### config.mk
export PLATFORM = sky130hd
export DESIGN_NAME = serial_subtractor
export DESIGN_NICKNAME = d
export VERILOG_FILES = /design/src/rtl/serial_subtractor.sv
export SDC_FILE = /design/constraint.sdc
export NUM_CORES = 1
export LEC_CHECK = 0
export ABC_CLOCK_PERIOD_IN_PS = 1300
export BUFFER_PORTS_ARGS = -buffer_cell sky130_fd_sc_hd__buf_2
export CORE_UTILIZATION = 48
export CTS_CLUSTER_DIAMETER = 150
export DETAILED_ROUTE_END_ITERATION = 6
export PLACE_DENSITY_LB_ADDON = 0.05
export SLEW_MARGIN = 5
export SYNTH_ARGS = -nofsm -noshare
export SYNTH_HDL_FRONTEND = slang
export SYNTH_SLANG_ARGS = --single-unit
### constraint.sdc
create_clock -name clk -period 1.3 [get_ports clk]
set_clock_uncertainty 0.15 [all_clocks]
set_input_delay 0.13 -clock clk [delete_from_list [all_inputs] [get_ports clk]]
set_output_delay 0.13 -clock clk [all_outputs]
set_load 0.01 [all_outputs]
### src/rtl/serial_subtractor.sv
// Bit-serial subtractor: computes a - b - b_in one bit per clock, LSB first,
// and reports the difference and borrow-out with a one-cycle done pulse.
//
// state | meaning
// IDLE  | waiting for start; d and b_out hold the last completed result
// BUSY  | processing one operand bit per edge, WIDTH edges in total
// DONE  | result valid, done=1 for exactly one cycle
module serial_subtractor #(
  parameter int WIDTH = 4
) (
  input  logic             clk,
  input  logic             rst_n,
  input  logic             start,
  input  logic [WIDTH-1:0] a,
  input  logic [WIDTH-1:0] b,
  input  logic             b_in,
  output logic             busy,
  output logic             done,
  output logic [WIDTH-1:0] d,
  output logic             b_out
);

  localparam int CW = $clog2(WIDTH);
  localparam logic [CW-1:0] LAST = CW'(WIDTH - 1);

  typedef enum logic [1:0] {
    IDLE = 2'd0,
    BUSY = 2'd1,
    DONE = 2'd2
  } state_t;

  state_t          state;
  logic [WIDTH-1:0] a_sh;
  logic [WIDTH-1:0] b_sh;
  logic            br;
  logic [CW-1:0]   cnt;
  logic            diff_bit;
  logic            br_next;

  // Full-subtractor cell fed only from registers, so outputs never see inputs combinationally
  always_comb begin
    diff_bit = a_sh[0] ^ b_sh[0] ^ br;
    br_next  = (~a_sh[0] & b_sh[0]) | (~(a_sh[0] ^ b_sh[0]) & br);
  end

  always_ff @(posedge clk or negedge rst_n) begin
    if (!rst_n) begin
      state <= IDLE;
      busy  <= 1'b0;
      done  <= 1'b0;
      d     <= '0;
      b_out <= 1'b0;
      a_sh  <= '0;
      b_sh  <= '0;
      br    <= 1'b0;
      cnt   <= '0;
    end else begin
      case (state)
        IDLE: begin
          done <= 1'b0;
          if (start) begin
            a_sh  <= a;
            b_sh  <= b;
            br    <= b_in;
            cnt   <= '0;
            busy  <= 1'b1;
            state <= BUSY;
          end
        end
        BUSY: begin
          // Difference bits enter at the MSB and reach their final position after WIDTH shifts
          a_sh <= a_sh >> 1;
          b_sh <= b_sh >> 1;
          br   <= br_next;
          d    <= {diff_bit, d[WIDTH-1:1]};
          if (cnt == LAST) begin
            b_out <= br_next;
            done  <= 1'b1;
            state <= DONE;
          end else begin
            cnt <= cnt + CW'(1);
          end
        end
        DONE: begin
          done  <= 1'b0;
          busy  <= 1'b0;
          state <= IDLE;
        end
        default: begin
          done  <= 1'b0;
          busy  <= 1'b0;
          state <= IDLE;
        end
      endcase
    end
  end

endmodule

==> summary.md <==
| Metric | Value |
|---|---|
| Status | `finished with violations` |
| Failing checks | `negative setup slack` |
| Root Driver | `clkbuf_4` |
| Syn-to-layout area delta | `32.7%` |
| Worst skew pair latency | `between 0.3 and 0.4 ns` |
| Initial core utilization | `between 50 and 60%` |
| Final hold slack | `0.0182 ns` |
| Drt wl/cell | `14.5 um` |
| Max IR drop VDD | `between 1 and 1.5 mV` |
| Sw frac | `about a third` |
| Crit path buf inv count | `1` |
| Residual DRC | `0` |
| Largest net degree at the start of global routing | `21` |
| Core Area | `around 2000 sq um` |
| Min Tclk post-route | `~1.4 ns` |
| Number of I/O port buffers | `18` |
| Worst Tran Pin Value | `0.469 ns` |
| WS Path Type | `register to register` |
| GPL Wtd Cong | `0.743` |
| Setup violations, final | `7` |
| Top cells by count, synth | `dfrtp_1, inv_1, nor4b_2` |
| Sequential Power Share | `a little under a third` |
| Max Root-Sink Buffers | `2` |
| CTS tree | `done` |
| CTS HTree Levels | `1` |
| Psw | `1.25 mW` |
| Total Die Area | `2440 sq um` |
| CP Capture Type | `register` |
| ANT cells | `0` |
| DRT antenna net count | `0` |
| Mapped Avg Cell Area | `about 13 sq um` |
| Count leader, synth | `dfrtp_1` |
| Worst-path clk slew | `roughly 0.13 ns` |
| Yosys warning count | `0` |
| Nets@finish | `135` |
| Relative slew margins | `approximately 70%` |
| Detailed Route Iter0 Violations | `8` |
| Gate Count Post-Synth | `83` |
| Global-route wire length before repair | `approximately 3500 um` |
| Setup crit start kind | `register` |
| Sequential-to-total area share from yosys stat | `between 40% and 50%` |
| Die width | `around 49 um` |
| PD cells | `~2500 nW/um^2` |
| Top Family by Delay on Critical Path | `adder cells` |
| Hold Path Class | `input port to register` |
| Tot GR Track Use | `approximately a fifth` |
| Worst path cell trace | `inv_2 -> fa_2 -> mux2_4` |
| Crit-path max FO | `2` |
| Async set-reset flop share out of synthesis | `100%` |
| CP arrival | `~1.5 ns` |
| Logic gate share of total power | `between 50% and 60%` |
| Static leakage | `a little under 0.7 nW` |
| Area of the mapped netlist | `approximately 1100 sq um` |
| Vias/cell | `5.27` |
| Fin crit share | `108%` |
| I/O pin count | `19` |
| Initial antenna violation count | `0` |
| Total CTS buffers | `3` |
| Vias in the first global route | `between 700 and 800` |
| Ys flop type | `dfrtp_1` |
| Unrepaired setup endpoints after global routing | `true` |
| DRT Pass-1 Iters | `4` |
| Post-synth EDFFs | `0` |
| Cell variety after synth | `31` |
| GRT overflow | `0` |
| Worst Path Required | `between 1 and 1.5 ns` |
| Share of Yosys cell area claimed by the top area cell type | `46.3%` |
| Syn Nets | `~100` |
| Synth area leaders | `dfrtp_1, nor4b_2, a221oi_2` |
| Power Internal | `2.34 mW` |
| Fmax | `just over 700 MHz` |
| Drt total wl | `about 2100 um` |
| Vias | `a little under 800` |
| Clk network pwr share | `roughly 14%` |
| CTS sink cnt | `20` |
| Max-Cap Viols | `0` |
| Worst path slowest cell | `fa_2` |
| FP Rows | `16` |
| Seq cells post-synth | `20` |
| Die H | `49.4 um` |
| Final Util | `a little over two thirds` |
| CP peak stage delay | `roughly 0.44 ns` |
| Fraction of layout cells with a size suffix above 1 | `between 50% and 60%` |
| Hold Fails Final Rpt | `0` |
| Post-synth top area cell | `dfrtp_1` |
| HPWL Detailed | `~1400 um` |
| Worst Setup Slack, final | `-0.110 ns` |
| Max-slew violation count | `0` |
## area by class of cell
| cell class | instances | area, sq um |
|---|---|---|
| sequential | 20 | 502 |
| tap | 27 | 33.8 |
| timing repair buffer | 37 | 263 |
| fill | 157 | 609 |
| clock inverter | 1 | 30.0 |
| inverter | 11 | 41.3 |
| clock buffer | 3 | 22.5 |
| multi-input combinational | 47 | 541 |
## logic make-up (layout without fill, tap and decap cells)
group | after synthesis | in the layout | synth area share (%)
flops | 20 | 20 | 46.3
fa+ha+maj | 3 | 3 | 4.17
buf+inv | 16 | 52 | 8.46
compound gates | 14 | 14 | 13.9
mux | 5 | 5 | 5.10
simple gates | 25 | 25 | 22.0
## metrics by stage
step	instance area (sq um)	power (mW)	cells	TNS [ns]	setup WS (ns)
after floorplan	1090	2.25	83	-0.0726	-0.0516
after global placement	1280	2.81	138	-0.283	-0.0622
after detailed placement	1280	2.87	138	-0.383	-0.0990
after CTS	1360	3.43	144	-0.535	-0.110
after global routing	1430	3.86	146	-0.852	-0.148
final	1430	3.59	146	-0.235	-0.110
## flip-flops by register name (all words and copies together), names as in the netlist
signal	cells
a_sh	4
b_sh	4
d	4
cnt	2
state	2
b_out	1
br	1
busy	1
done	1
## layer usage
metal / routed length (um) / GRT usage [%] / share of wire, % / up-vias
li1: - / - / - / 376
met1: 1010 / 27.3 / 48 / 378
met2: 1040 / 29.2 / 49 / 13
met3: 47 / 3.74 / 2.2 / 2
met4: 12 / 7.14 / 0.57 / 0
met5: 0 / 0 / 0 / -
## layout by cell type (no fill, tap or decap), drive strengths merged, types with 2 or more instances in the layout
cell type	synthesis	final
a211o	2	2
a211oi	3	3
a21oi	2	2
a221oi	4	4
and3	2	2
buf	5	36
clkbuf	0	3
dfrtp	20	20
ha	2	2
inv	11	11
mux2	4	4
nand2b	3	3
nand3b	2	2
nor2	2	2
nor3b	3	3
nor4b	8	8
## timing repair
item | in CTS | in global routing
endpoints found under the hold margin | 20 | 0
pin swaps | 2 | 1
endpoints found under the setup margin | 15 | 17
gates resized for setup | 2 | 10
hold buffers | 1 | 0
setup buffers | 1 | 2
gates cloned | 0 | 0
## power groups by stage
stage               sequential, mW  clock (mW)  combinational, mW
floorplan                     1.16           0               1.10
global placement              1.11           0               1.70
detailed placement            1.13           0               1.74
CTS                           1.11       0.534               1.79
global route                  1.17       0.556               2.13
finish                        1.13       0.516               1.94
## path summary, 6_finish.rpt
kind	from	endpoint	slack, ns	cells past startpoint
max in group asynchronous	rst_n	state[0]	0.49	2
min reg2reg	done	done	0.35	2
min in group asynchronous	rst_n	d[2]	0.15	2
min	a[2]	a_sh[2]	0.02	3
max	br	d[3]	-0.11	3
max reg2reg	br	d[3]	-0.11	3
## worst min-delay path, cell delays in order
cell and delay, ns:
buf_2 0.08, nor4b_2 0.04, a221oi_2 0.16
Power figures use the tool's default switching activity.
